**src/rtl/pipe_ctrl_pkg.sv**
```systemverilog
// Shared pipeline-control definitions.
//  - state_e     : hazard controller FSM states
//  - REG_ZERO    : hard-wired zero register number ($0 never creates a hazard)
//  - CTL_*       : ID/EX control-field bit positions cleared by bubble/flush
//  - ctl_kill()  : clears a control bundle when a bubble/flush is requested
//  - load_use()  : load-use hazard compare between ID/EX and IF/ID
package pipe_ctrl_pkg;

   typedef enum logic [0:0] {
      RUN      = 1'b0,
      LD_STALL = 1'b1
   } state_e;

   localparam logic [4:0] REG_ZERO = 5'd0;

   // ID/EX control-field layout
   localparam int CTL_REGWRITE = 0;
   localparam int CTL_MEMTOREG = 1;
   localparam int CTL_MEMREAD  = 2;
   localparam int CTL_MEMWRITE = 3;
   localparam int CTL_BRANCH   = 4;
   localparam int CTL_W        = 5;

   function automatic logic [CTL_W-1:0] ctl_kill(input logic [CTL_W-1:0] ctl,
                                                 input logic             kill);
      return kill ? '0 : ctl;
   endfunction

   // rt is only compared when the IF/ID instruction actually reads it
   // (R-type, beq, sw); otherwise an I-type dest field would false-stall.
   function automatic logic load_use(input logic       memread,
                                     input logic [4:0] ld_rt,
                                     input logic [4:0] rs,
                                     input logic [4:0] rt,
                                     input logic       uses_rt);
      return memread && (ld_rt != REG_ZERO) &&
             ((ld_rt == rs) || (uses_rt && (ld_rt == rt)));
   endfunction

endpackage

```
**src/rtl/hazard_ctrl_sat_counter.sv**
```systemverilog
// Saturating up-counter with synchronous clear.
//  clk  in   clock
//  inc  in   count one event this cycle
//  clr  in   clear to zero (beats inc)
//  cnt  out  current count, sticks at all-ones
module sat_counter #(
   parameter int CNT_W = 16
) (
   input  logic             clk,
   input  logic             inc,
   input  logic             clr,
   output logic [CNT_W-1:0] cnt
);

   always_ff @(posedge clk) begin
      if (clr)
         cnt <= '0;
      else if (inc && (cnt != {CNT_W{1'b1}}))
         cnt <= cnt + 1'b1;
   end

endmodule

```
**src/rtl/hazard_ctrl.sv**
```systemverilog
// Pipeline hazard controller: load-use stall, taken-branch flush, memory-busy
// freeze, plus saturating stall/flush counters for performance debug.
//  clk_i, rst_i              clock, synchronous active-high reset
//  idex_memread_i/rtaddr_i   load info from ID/EX
//  ifid_rs_i/rt_i/uses_rt_i  source fields of the instruction in IF/ID
//  branch_taken_i            taken branch resolved in EX/MEM
//  mem_busy_i                data memory not ready
//  clear_cnt_i               clear both counters
//  pc_write_o, ifid_write_o  front-end load enables
//  idex_bubble_o             zero ID/EX control (load-use bubble)
//  ifid_flush_o, idex_flush_o, pc_src_o  wrong-path flush / branch redirect
//  pipe_freeze_o             hold ID/EX, EX/MEM, MEM/WB
//  stall_cnt_o, flush_cnt_o  saturating event counters
// Control outputs are combinational from state + inputs; counters update on
// the next clock edge.
module hazard_ctrl
   import pipe_ctrl_pkg::*;
#(
   parameter int LOAD_STALL_CYCLES = 1,
   parameter int CNT_W             = 16
) (
   input  logic             clk_i,
   input  logic             rst_i,
   input  logic             idex_memread_i,
   input  logic [4:0]       idex_rtaddr_i,
   input  logic [4:0]       ifid_rs_i,
   input  logic [4:0]       ifid_rt_i,
   input  logic             ifid_uses_rt_i,
   input  logic             branch_taken_i,
   input  logic             mem_busy_i,
   input  logic             clear_cnt_i,
   output logic             pc_write_o,
   output logic             ifid_write_o,
   output logic             idex_bubble_o,
   output logic             ifid_flush_o,
   output logic             idex_flush_o,
   output logic             pc_src_o,
   output logic             pipe_freeze_o,
   output logic [CNT_W-1:0] stall_cnt_o,
   output logic [CNT_W-1:0] flush_cnt_o
);

   localparam int              LU_W    = (LOAD_STALL_CYCLES > 1) ? $clog2(LOAD_STALL_CYCLES) : 1;
   localparam logic [LU_W-1:0] LU_INIT = LU_W'(LOAD_STALL_CYCLES - 1);

   state_e          state, state_nxt;
   logic [LU_W-1:0] lu_cnt, lu_nxt;
   logic            hazard, stall_inc, flush_inc;

   assign hazard = load_use(idex_memread_i, idex_rtaddr_i, ifid_rs_i,
                            ifid_rt_i, ifid_uses_rt_i);

   always_comb begin
      pc_write_o    = 1'b1;
      ifid_write_o  = 1'b1;
      idex_bubble_o = 1'b0;
      ifid_flush_o  = 1'b0;
      idex_flush_o  = 1'b0;
      pc_src_o      = 1'b0;
      pipe_freeze_o = 1'b0;
      stall_inc     = 1'b0;
      flush_inc     = 1'b0;
      state_nxt     = state;
      lu_nxt        = lu_cnt;
      if (rst_i) begin
         pc_write_o    = 1'b0;
         ifid_write_o  = 1'b0;
         idex_bubble_o = 1'b1;
      end else if (mem_busy_i) begin
         // Everything holds, including a pending branch in EX/MEM.
         pipe_freeze_o = 1'b1;
         pc_write_o    = 1'b0;
         ifid_write_o  = 1'b0;
         stall_inc     = 1'b1;
      end else if (branch_taken_i) begin
         // A stalled instruction behind a taken branch is wrong-path: drop it.
         pc_src_o     = 1'b1;
         ifid_flush_o = 1'b1;
         idex_flush_o = 1'b1;
         flush_inc    = 1'b1;
         state_nxt    = RUN;
         lu_nxt       = '0;
      end else if (state == LD_STALL) begin
         pc_write_o    = 1'b0;
         ifid_write_o  = 1'b0;
         idex_bubble_o = 1'b1;
         stall_inc     = 1'b1;
         lu_nxt        = lu_cnt - 1'b1;
         if (lu_cnt <= LU_W'(1)) begin
            state_nxt = RUN;
            lu_nxt    = '0;
         end
      end else if (hazard) begin
         pc_write_o    = 1'b0;
         ifid_write_o  = 1'b0;
         idex_bubble_o = 1'b1;
         stall_inc     = 1'b1;
         // First bubble is this cycle; LD_STALL covers the remaining ones.
         if (LOAD_STALL_CYCLES > 1) begin
            state_nxt = LD_STALL;
            lu_nxt    = LU_INIT;
         end
      end
   end

   always_ff @(posedge clk_i) begin
      if (rst_i) begin
         state  <= RUN;
         lu_cnt <= '0;
      end else begin
         state  <= state_nxt;
         lu_cnt <= lu_nxt;
      end
   end

   sat_counter #(.CNT_W(CNT_W)) u_stall_cnt (
      .clk (clk_i),
      .inc (stall_inc),
      .clr (rst_i | clear_cnt_i),
      .cnt (stall_cnt_o)
   );

   sat_counter #(.CNT_W(CNT_W)) u_flush_cnt (
      .clk (clk_i),
      .inc (flush_inc),
      .clr (rst_i | clear_cnt_i),
      .cnt (flush_cnt_o)
   );

endmodule

```
**config.mk**
```make
export PLATFORM = sky130hd
export DESIGN_NAME = hazard_ctrl
export DESIGN_NICKNAME = d
export VERILOG_FILES = /design/src/rtl/pipe_ctrl_pkg.sv /design/src/rtl/hazard_ctrl_sat_counter.sv /design/src/rtl/hazard_ctrl.sv
export SDC_FILE = /design/constraint.sdc
export NUM_CORES = 1
export LEC_CHECK = 0
export ABC_AREA = 1
export ABC_CLOCK_PERIOD_IN_PS = 1600
export BUFFER_PORTS_ARGS = -buffer_cell sky130_fd_sc_hd__buf_2
export CAP_MARGIN = 20
export CORE_ASPECT_RATIO = 0.6
export CORE_UTILIZATION = 48
export CTS_BUF_LIST = sky130_fd_sc_hd__clkbuf_8
export DETAILED_ROUTE_END_ITERATION = 10
export PLACE_DENSITY = 0.79
export SYNTH_ARGS = -nofsm -noshare
export SYNTH_HDL_FRONTEND = slang
export SYNTH_SLANG_ARGS = --single-unit
```
**constraint.sdc**
```tcl
create_clock -name clk_i -period 1.6 [get_ports clk_i]
set_clock_uncertainty 0.05 [all_clocks]
set_input_delay 0.16 -clock clk_i [delete_from_list [all_inputs] [get_ports clk_i]]
set_output_delay 0.16 -clock clk_i [all_outputs]
set_load 0.01 [all_outputs]
```
-- Word-level counts from Yosys, hierarchy flattened
Cells that the tools add are included.
- add/sub/neg operators: 3
- order comparisons: 1
- equality and inequality tests: 4
- mux-type cells: 23
- bitwise gates (word level): 2
- reduce and logical (&&, ||, !) cells: 9
- operator list (cell ; number):
    $add 16x1->16 const B ; 2
    $ne 16x16->1 const B ; 2
    $mux 1 ; 23
    $eq 5x5->1 ; 2
    $logic_and 1x1->1 ; 5
    $reduce_bool 5->1 ; 1
    $reduce_and 2->1 ; 1
    $reduce_bool 2->1 ; 1
    $le 1x1->1 const B ; 1
    $logic_or 1x1->1 ; 1
    $not 1->1 ; 1
    $or 1x1->1 ; 1
    $sub 1x1->1 const B ; 1
- register bits after elaboration: 34
- bits of input ports: 22
- output and inout port bits: 39
- word-level logic and storage cells: 46

-- Logic depth before layout (Yosys ltp)
Gate-level depths: netlist of the first run.
- word-level depth: 10
- gate-level depth with buffers: 12
- mapped depth without buffers: 12

-- Hierarchy
A second synthesis of the first run with hierarchy kept.
- cell total of the unflattened synthesis: 367
- area, all modules: 2157.1 um^2
- by module, submodules not included (module ; times used ; cells an instance ; area each (um^2) ; seq. area each (um^2)):
    sat_counter ; 2 ; 149 ; 929.6 ; 320.3
    hazard_ctrl ; 1 ; 69 ; 297.8 ; 0.0

-- Least setup slack after synthesis of the first run
OpenSTA, ideal clock, no wires.
- path kind: reg-to-reg
- start: register u_stall_cnt.cnt[0]
- end: register u_stall_cnt.cnt[9]
- setup time: 0.115 ns
- arrival: 1.539 ns
- required time: 1.435 ns
- path slack: -0.104 ns
- stages on the path, launching flop included: 12
- path buffers: 1
- clock period less this slack: 1.704 ns
- path through: dfxtp_1 ha_1 nand2_1 inv_1 nand2_1 nor2_4 nand3_4 buf_6 nand4_1 inv_2 a21oi_1 nor2_1
- cells in the longest elaborated chain, start to end: 2
- elaborated cells between the ends (all ways): 3
- those cells by class: add/sub: 1; eq/ne: 1; reduce/logical: 1
- ends and longest elaborated chain (element ; line ; source):
    start: declaration ; hazard_ctrl_sat_counter.sv:12 ; output logic [CNT_W-1:0] cnt
    start signal: assignment ; hazard_ctrl_sat_counter.sv:19 ; cnt <= cnt + 1'b1;
    parallel branches: the longest is 2 deep, another holds $add 16x1->16 ; -- ;
Parallel ways; which one is timed is not known.
A chain may end at the register's enable or synchronous reset.

-- Worst setup path after layout of the first run
- start: register u_flush_cnt.cnt[6]
- end: register u_flush_cnt.cnt[2]
- cells in the longest elaborated chain, start to end: 2
- ends and longest elaborated chain (element ; line ; source):
    start: declaration ; hazard_ctrl_sat_counter.sv:12 ;
    start signal: assignment ; hazard_ctrl_sat_counter.sv:19 ;
    $ne 16x16->1 ; hazard_ctrl_sat_counter.sv:18 ; else if (inc && (cnt != {CNT_W{1'b1}}))
    $logic_and 1x1->1 ; hazard_ctrl_sat_counter.sv:18 ;
No other way between the ends.

==> results of run 1 <==
[power breakdown]
part / internal, mW / switching, mW / leakage [nW]
Combinational: 0.0875 / 0.129 / 1.16
Sequential: 0.798 / 0.00573 / 0.263
Clock: 0.338 / 0.299 / 0.0538
Total: 1.22 / 0.434 / 1.47
[metal layers]
metal	track usage [%]	vias to the layer above	part of all wire, %
li1	-	1268	-
met1	37.4	1120	46
met2	43.3	128	43
met3	6.71	13	10
met4	8.20	0	1.3
met5	0	-	0
[stage by stage]
step | area, µm² | instances | setup slack [ns] | setup TNS (ns) | util, %
4_1_cts | 2770 | 492 | -0.00162 | -0.00186 | 66.9
5_1_grt | 2930 | 495 | -0.0953 | -0.689 | 70.8
2_1_floorplan | 2100 | 341 | 0.0157 | 0 | -
3_5_place_dp | 2590 | 476 | -0.0990 | -0.690 | 62.4
6_report | 2930 | 495 | 0.00944 | 0 | 70.8
3_3_place_gp | 2590 | 476 | 0.00554 | 0 | 62.4
[synth_stat cells, drive strengths merged]
cell,number
ha,2
xnor2,4
clkbuf,1
nor2,51
nand3,31
buf,9
and3,1
dfxtp,32
and2,1
o21bai,1
a21oi,27
inv,57
xor2,2
o21ai,8
nand4,10
nor3,5
nand3b,1
nand2,94
o21a,1
nor4,3
[cell families after synthesis]
group	after synthesis	synth area share, %
buffers and inverters	67	14.4
adder cells (fa/ha/maj)	2	1.20
AO/OA/AOI/OAI	37	9.09
flip-flops	32	30.6
XOR/XNOR	6	2.51
AND/OR/NAND/NOR	197	42.2
[tightest hold or removal path: stages]
cell and delay [ns]:
buf_2 0.07, nor2_1 0.05, inv_1 0.20, a21oi_2 0.06
[what timing repair did]
item	CTS	global route
setup endpoints to repair	20	31
gates resized for setup	12	39
pin swaps	3	11
gates cloned	2	0
setup buffers	6	3
[sequential cells by signal, summed over array words and instances, names as in the netlist]
register,flops
u_flush_cnt.cnt,16
u_stall_cnt.cnt,16
[cell type report]
type	count	area share [%]
Multi-Input combinational cell	244	45.1
Sequential cell	32	22.4
Timing Repair Buffer	94	19.4
Inverter	57	7.47
Clock buffer	6	2.82
Tap cell	60	2.56
Clock inverter	2	0.256
[worst paths after layout]
kind	startpoint	end	slack, ns	depth (start not counted)
max reg2reg	u_flush_cnt.cnt[6]	u_flush_cnt.cnt[2]	0.009	8
min	clear_cnt_i	u_flush_cnt.cnt[15]	0.26	4
max	u_flush_cnt.cnt[6]	u_flush_cnt.cnt[2]	0.009	8
min reg2reg	u_flush_cnt.cnt[4]	u_flush_cnt.cnt[4]	0.46	2
==> reports/metrics.yaml, run 1 <==
status: "complete, no violations"
leakage_nw: 1.47
ir_worst_vdd_v: 0.000499
firstDrtPassIters: 5
coreArea_um2: 4140
hold_viol_final: 0
clk_pin_slew_worst_paths_ns: 0.06
cellPowerDensity_nw_per_um2: 565
pin_count: 61
wire_per_inst_um: 12.9
antenna_found_initial: 0
cts_htree_levels: 2
post-synth-top-area-fraction_pct: 30.6
path_common_cell: "nand2_1"
place.gp.congestion: 0.839
start_util_pct: 50.5
vias: 2529
syn_inst: 341
netlist_area_um2: 2090
critPathMaxStageDelay_ns: 0.34
die_area_um2: 4630
drc: 0
cts_num_sinks: 32
rsz0062_at_grt: "true"
routed_wl_mm: 6.36
syn-mean-instance-area_um2: 6.13
ant_nets: 0
regArea_um2: 658
critical_path.slowest_cell: "dfxtp_1"
die_w_um: 87.2
slew_viol_final: 0
track_usage_pct: 27.5
final_cell_mix: "nand2_1 (86), buf_2 (60), inv_1 (50), nor2_1 (44), buf_4 (33)"
viasPerCell: 5.11
worstSetupEndpointType: "flop"
synth_area_leader_cell: "dfxtp_1"
grt_pass1_wl_mm: 9.50
path_buf_inv: 1
overflow: 0
drtIter0Drc: 221
num_rows: 18
area_growth_pct: 40.2
max_cap_viol_count: 0
insertion_delay_ns: 0.29
grt_max_degree: 32
postCtsHoldBufs: 0
path_max_fanout: 8
hold_path_class: "primary input to flop"
cts_buffer_depth: 2
yosysSeqAreaShare_pct: 30.6
totalPowerFinal_mw: 1.66
synth_area_leaders: "dfxtp_1 (31%), nand2_1 (17%), inv_1 (9.5%)"
critPathRequiredTime_ns: 1.71
numCtsBuffers: 5
drive_above_1_share_pct: 35.2
synthesis.nets: 365
dpl.hpwl_mm: 4.26
cp_top_family: "simple AND/OR/NAND/NOR gates"
fmax_ghz: 0.629
finalNetCount: 458
final_common_cell: "nand2_1"
grt_pass1_vias: 2145
worstSetupPathType: "flop to flop"
tightestPinTransition_ns: 0.532
finalSetupViolCount: 0
relSlewSlack_pct: 64.2
clock_tree.root_cell: "clkbuf_8"
post-route-period-util_pct: 99.4
io_buffers: 60
synth.distinct_cells: 30
timing.final.crit_period_ns: 1.59
arrival_ns: 1.70
die_h_um: 53.1
yosysWarnings: 0
synth-seq-cells: 32
multi_input_area_um2: 1320
cts_tree: "done"
diodes: 0
path_cells: "nand2_1, nor3_2, nand3_2, nand2_4, nand2_8, buf_4, nand2_1, a21oi_1"
nFillCells: 358
whs_ns: 0.261
crit_path_start_kind: "flop"
No activity file was read; power rests on OpenSTA's default activity.
==> run 2: changes to the inputs <==
--- a/config.mk
+++ b/config.mk
@@ -14,6 +14,7 @@
 export CTS_BUF_LIST = sky130_fd_sc_hd__clkbuf_8
 export DETAILED_ROUTE_END_ITERATION = 10
 export PLACE_DENSITY = 0.79
+export RECOVER_POWER = 100
 export SYNTH_ARGS = -nofsm -noshare
 export SYNTH_HDL_FRONTEND = slang
 export SYNTH_SLANG_ARGS = --single-unit
==> run 2 against run 1 <==
  * Global-route usage unchanged
  * Setup slack better by 0.010 ns
  * Utilization about the same
  * Critical path depth stayed put
  * Routed wire length grew 0.27%
  * Combinational power is essentially flat
  * Clock-buffer cell count is the same
  * Sequential share of layout area about the same
  * Maximum frequency rose by 0.64%
  * Final cell count unchanged
  * Design area about the same
  * Clock power about the same
==> reports/metrics.yaml, run 2 (synthesis results as in run 1) <==
status: "complete, no violations"
drtIter0Drc: 226  # +2.3%
die_w_um: 87.2  # unchanged
timing.final.crit_period_ns: 1.58  # -0.0101 ns
post-route-period-util_pct: 98.8  # -0.63 points
insertion_delay_ns: 0.29  # about the same
place.gp.congestion: 0.839  # unchanged
fmax_ghz: 0.633  # +0.64%
pin_count: 61  # unchanged
path_cells: "nand2_1, nor3_2, nand3_2, nand2_4, nand2_8, buf_4, nand2_1, a21oi_1"
track_usage_pct: 27.5  # unchanged
critPathRequiredTime_ns: 1.71  # about the same
drc: 0  # unchanged
hold_viol_final: 0  # unchanged
worstSetupEndpointType: "flop"
die_h_um: 53.1  # unchanged
hold_path_class: "primary input to flop"
ir_worst_vdd_v: 0.000499  # about the same
tightestPinTransition_ns: 0.535  # +0.00329 ns
use_met1_pct: 37.4  # unchanged
overflow: 0  # unchanged
crit_path_start_kind: "flop"
ant_nets: 0  # unchanged
wire_per_inst_um: 12.9  # +0.27%
grt_busiest_layer: "met2"
drive_above_1_share_pct: 34.9  # -0.23 points
postCtsHoldBufs: 0  # unchanged
cts_htree_levels: 2  # unchanged
path_max_fanout: 8  # unchanged
whs_ns: 0.261  # -0.000684 ns
cts_buffer_depth: 2  # unchanged
path_buf_inv: 1  # unchanged
fin_cells: 495  # unchanged
arrival_ns: 1.69  # about the same
cellPowerDensity_nw_per_um2: 565  # about the same
max_cap_viol_count: 0  # unchanged
area_growth_pct: 40.1  # about the same
clk_pin_slew_worst_paths_ns: 0.06  # about the same
grt_pass1_vias: 2145  # unchanged
grt_pass1_wl_mm: 9.50  # unchanged
start_util_pct: 50.5  # unchanged
coreArea_um2: 4140  # unchanged
slew_viol_final: 0  # unchanged
numCtsBuffers: 5  # unchanged
cts_tree: "done"
grt_max_degree: 32  # unchanged
finalNetCount: 458  # unchanged
routed_wl_mm: 6.38  # +0.27%
finalSetupViolCount: 0  # unchanged
num_rows: 18  # unchanged
die_area_um2: 4630  # unchanged
final_cell_mix: "nand2_1 (86), buf_2 (59), inv_1 (50), nor2_1 (44), buf_4 (33)"
leakage_nw: 1.47  # -0.24%
viasPerCell: 5.13  # +0.43%
grtUsageMet2_pct: 43.3  # unchanged
antenna_found_initial: 0  # unchanged
grt.met3_usage_pct: 6.71  # unchanged
rsz0062_at_grt: "true"
critical_path.slowest_cell: "dfxtp_1"
io_buffers: 60  # unchanged
vias: 2540  # +0.43%
firstDrtPassIters: 5  # unchanged
dpl.hpwl_mm: 4.26  # unchanged
diodes: 0  # unchanged
cp_top_family: "simple AND/OR/NAND/NOR gates"
relSlewSlack_pct: 64.0  # -0.22 points
place_inst: 476  # unchanged
top_regs: "u_flush_cnt.cnt x16, u_stall_cnt.cnt x16"
final_common_cell: "nand2_1"
clock_tree.root_cell: "clkbuf_8"
critPathMaxStageDelay_ns: 0.34  # about the same
path_common_cell: "nand2_1"
worstSetupPathType: "flop to flop"
cts_num_sinks: 32  # unchanged
[run 2: area by class of cell]
cell class | count | area (µm²)
Inverter | 57 | 219
Clock buffer | 6 | 82.6
Fill cell | 359 | 1210
Sequential cell | 32 | 658
Multi-Input combinational cell | 244 | 1320
Clock inverter | 2 | 7.51
Timing Repair Buffer | 94 | 567
Tap cell | 60 | 75.1
[run 2: final timing paths]
kind / to / start / cells past startpoint / slack [ns]
worst min-delay path: u_flush_cnt.cnt[15] / clear_cnt_i / 4 / 0.26
worst max-delay path: u_flush_cnt.cnt[2] / u_flush_cnt.cnt[6] / 8 / 0.02
worst min register to register: u_flush_cnt.cnt[4] / u_flush_cnt.cnt[4] / 2 / 0.46
worst max register to register: u_flush_cnt.cnt[2] / u_flush_cnt.cnt[6] / 8 / 0.02
[run 2: repair_timing]
action,4_1_cts,5_1_grt
setup buffers,6,3
endpoints found under the setup margin,20,31
pin swaps,3,11
gates resized for setup,12,39
gates cloned,2,0
[run 2: power by group]
group / total (mW) / internal, mW / switching, mW
Sequential: 0.804 / 0.798 / 0.00580
Combinational: 0.216 / 0.0872 / 0.129
Clock: 0.637 / 0.338 / 0.299
Total: 1.66 / 1.22 / 0.434
[run 2: metal layers]
| layer | vias up | share of wire [%] | wire length, µm |
|---|---|---|---|
| met4 | 0 | 1.3 | 84 |
| met3 | 13 | 10 | 652 |
| li1 | 1271 | - | - |
| met1 | 1129 | 46 | 2910 |
| met5 | - | 0 | 0 |
| met2 | 127 | 43 | 2730 |
[run 2: worst reg2reg max path: stages (launching register included)]
cell and delay, ns:
dfxtp_1 0.34, nand2_1 0.10, nor3_2 0.28, nand3_2 0.16, nand2_4 0.13, nand2_8 0.10
buf_4 0.16, nand2_1 0.07, a21oi_1 0.07
[run 2: stage by stage]
| stage | setup WS, ns | power (mW) | cell area [µm²] | utilization [%] | TNS (ns) |
|---|---|---|---|---|---|
| 6_report | 0.0195 | 1.66 | 2930 | 70.7 | 0 |
| 5_1_grt | -0.0953 | 1.73 | 2930 | 70.7 | -0.689 |
| 4_1_cts | -0.00162 | 1.66 | 2770 | 66.9 | -0.00186 |
| 3_5_place_dp | -0.0990 | 1.01 | 2590 | 62.4 | -0.690 |
| 3_3_place_gp | 0.00554 | 1.01 | 2590 | 62.4 | 0 |
| 2_1_floorplan | 0.0157 | 0.944 | 2100 | - | 0 |
==> run 3: changes to the inputs <==
--- a/config.mk
+++ b/config.mk
@@ -18,3 +18,4 @@
 export SYNTH_ARGS = -nofsm -noshare
 export SYNTH_HDL_FRONTEND = slang
 export SYNTH_SLANG_ARGS = --single-unit
+export TNS_END_PERCENT = 50
==> constraint.sdc (replaced) <==
create_clock -name clk_i -period 1.6 [get_ports clk_i]
set_clock_uncertainty 0.05 [all_clocks]
set_input_delay 0.24 -clock clk_i [delete_from_list [all_inputs] [get_ports clk_i]]
set_output_delay 0.24 -clock clk_i [all_outputs]
set_load 0.01 [all_outputs]
==> run 3 against run 2 <==
  * Flip-flop and latch count unchanged
  * Clock power decreased by 8.3%
  * Combinational power about the same
  * First-iteration DRC count decreased by 31%
  * Die area unchanged
  * The run now ends with negative setup slack left
  * Register-to-register slack got worse by 0.02 ns
  * Sequential power about the same
  * Power decreased by 3.2%
  * Critical path type unchanged
  * Largest cell class unchanged
  * Maximum frequency decreased by 1.4%
  * Via count decreased by 3.9%
  * Utilization decreased by 0.79 points
  * Clock-buffer cell count decreased by 1
==> reports/metrics.yaml, run 3 (synthesis results as in run 1) <==
post-route-period-util_pct: 100  # +1.4 points
grt_max_degree: 31  # -3.1%
hold_path_startpoint: "clear_cnt_i"
area_growth_pct: 38.6
utilization_pct: 70.0  # -0.79 points
viasPerCell: 4.95  # -3.5%
clock_tree.root_cell: "clkbuf_8"
antenna_found_initial: 0  # unchanged
drc: 0  # unchanged
max_cap_viol_count: 0  # unchanged
arrival_ns: 1.73  # +0.04 ns
reg2reg_depth: 10  # +2
drtIter0Drc: 155  # -31%
wire_per_inst_um: 12.4  # -3.6%
die_area_um2: 4630  # unchanged
slew_viol_final: 0  # unchanged
leakage_nw: 1.45  # -1.1%
io_buffers: 60  # unchanged
hold_viol_final: 0  # unchanged
intPower_mw: 1.18  # -3.9%
placed_cell_area_um2: 2600  # +0.48%
die_w_um: 87.2  # unchanged
path_max_fanout: 7  # -1
hold_path_class: "primary input to flop"
final_area_um2: 2900  # -1.1%
swShare_pct: 26.7  # +0.50 points
place_inst: 476  # unchanged
status: "complete, but fails checks"
pin_count: 61  # unchanged
totalPowerFinal_mw: 1.60  # -3.2%
final_common_cell: "nand2_1"
diodes: 0  # unchanged
cts_htree_levels: 2  # unchanged
r2r_slack_ns: -0.003  # -0.02 ns
ir_worst_vdd_v: 0.000406  # -19%
setup_ws_ns: -0.00254  # -0.0220 ns
fin_cells: 493  # -0.40%
num_rows: 18  # unchanged
holdPathEnd: "u_flush_cnt.cnt[0]"
grt_pass1_vias: 1970  # -8.2%
start_util_pct: 50.5  # unchanged
clockPowerShare_pct: 36.4  # -2.0 points
crit_path_start_kind: "flop"
ant_nets: 0  # unchanged
vias: 2440  # -3.9%
cts_num_sinks: 32  # unchanged
overflow: 0  # unchanged
clk_pin_slew_worst_paths_ns: 0.07  # about the same
timing.final.crit_period_ns: 1.60  # +0.0220 ns
dpl.hpwl_mm: 4.20  # -1.5%
finalSetupViolCount: 1  # +1
hold_path_depth: 5  # +1
final_cell_mix: "nand2_1 (85), buf_2 (57), inv_1 (50), nor2_1 (45), buf_4 (31)"
critPathRequiredTime_ns: 1.73  # +0.02 ns
numCtsBuffers: 5  # unchanged
cts_tree: "done"
worstSetupEndpointType: "flop"
insertion_delay_ns: 0.28  # about the same
cellPowerDensity_nw_per_um2: 553  # -2.2%
place.gp.congestion: 0.888  # +5.8%
reg2reg_to: "u_stall_cnt.cnt[8]"
top_regs: "u_flush_cnt.cnt x16, u_stall_cnt.cnt x16"
rr_startpoint: "u_stall_cnt.cnt[1]"
tightestPinTransition_ns: 0.530  # -0.00466 ns
postCtsHoldBufs: 0  # unchanged
drive_above_1_share_pct: 33.3  # -1.7 points
nFillCells: 383  # +6.7%
relSlewSlack_pct: 64.3  # +0.31 points
worstSetupPathType: "flop to flop"
rsz0062_at_grt: "true"
firstDrtPassIters: 4  # -1
fmax_ghz: 0.624  # -1.4%
violations: "negative setup slack"
routed_wl_mm: 6.13  # -4.0%
p_seq_share_pct: 50.2  # +1.7 points
grt_pass1_wl_mm: 9.08  # -4.4%
finalNetCount: 457  # -0.22%
coreArea_um2: 4140  # unchanged
die_h_um: 53.1  # unchanged
combPwrFrac_pct: 13.4  # +0.3 points
cts_buffer_depth: 2  # unchanged
p_sw_mw: 0.428  # -1.4%
track_usage_pct: 26.0  # -1.5 points
run 3: cell types whose count changed in the layout (fill, tap and decap cells not counted), sizes merged:
| cell | change |
|---|---|
| clkinv | +1 |
| buf | -3 |
| clkbuf | +1 |
| inv | -1 |
run 3: metrics by stage:
| step | hold WS, ns | TNS [ns] | worst slack [ns] |
|---|---|---|---|
| finish | 0.339 | -0.00254 | -0.00254 |
| global route | 0.342 | -0.813 | -0.0792 |
| CTS | 0.327 | -0.00334 | -0.00334 |
| detailed placement | 0.446 | -0.873 | -0.108 |
| global placement | 0.427 | 0 | 0.00764 |
| floorplan | 0.429 | 0 | 0.0157 |
run 3: power groups by stage:
| stage | clock [mW] | combinational [mW] | sequential (mW) |
|---|---|---|---|
| 2_1_floorplan | 0 | 0.118 | 0.825 |
| 3_3_place_gp | 0 | 0.190 | 0.823 |
| 3_5_place_dp | 0 | 0.195 | 0.824 |
| 4_1_cts | 0.605 | 0.206 | 0.803 |
| 5_1_grt | 0.643 | 0.237 | 0.804 |
| 6_report | 0.584 | 0.215 | 0.804 |
run 3: area by class of cell:
class / count / area (µm²) / area share, %
inverter: 57 / 219 / 7.55
sequential: 32 / 657 / 22.7
clock buffer: 5 / 68.8 / 2.37
tap: 60 / 75.1 / 2.59
clock inverter: 2 / 8.76 / 0.302
timing repair buffer: 93 / 569 / 19.6
multi-input combinational: 244 / 1300 / 44.9
run 3: critical path: stages (launching register included):
cell	delay [ns]
dfxtp_4	0.36
ha_4	0.14
nand2_2	0.07
inv_2	0.09
nand2_4	0.06
nor2_4	0.17
nand3_4	0.16
nand4_1	0.14
inv_2	0.07
a21oi_2	0.14
nor2_1	0.04
run 3: how the worst max path moves through the flow:
stage,start,to,slack [ns],cells past startpoint
6_report,u_stall_cnt.cnt[1],u_stall_cnt.cnt[8],-0.003,10
5_1_grt,u_stall_cnt.cnt[1],u_stall_cnt.cnt[3],-0.08,10
4_1_cts,u_flush_cnt.cnt[1],u_flush_cnt.cnt[10],-0.003,9
3_5_place_dp,u_flush_cnt.cnt[1],u_flush_cnt.cnt[10],-0.11,9
3_3_place_gp,u_stall_cnt.cnt[1],u_stall_cnt.cnt[8],0.008,10
2_1_floorplan,u_stall_cnt.cnt[1],u_stall_cnt.cnt[9],0.02,11
run 3: repair_timing:
| item | in CTS | in global routing |
|---|---|---|
| gates cloned | 2 | 0 |
| pin swaps | 4 | 13 |
| buffers inserted | 4 | 4 |
| endpoints found under the setup margin | 22 | 32 |
| gates resized for setup | 11 | 34 |
run 3: routing by layer:
metal / up-vias / wire length (µm) / track usage [%]
met5: - / 0 / 0
met2: 94 / 2600 / 38.3
met3: 7 / 512 / 6.08
li1: 1260 / - / -
met1: 1079 / 2950 / 37.5
met4: 0 / 59 / 7.65
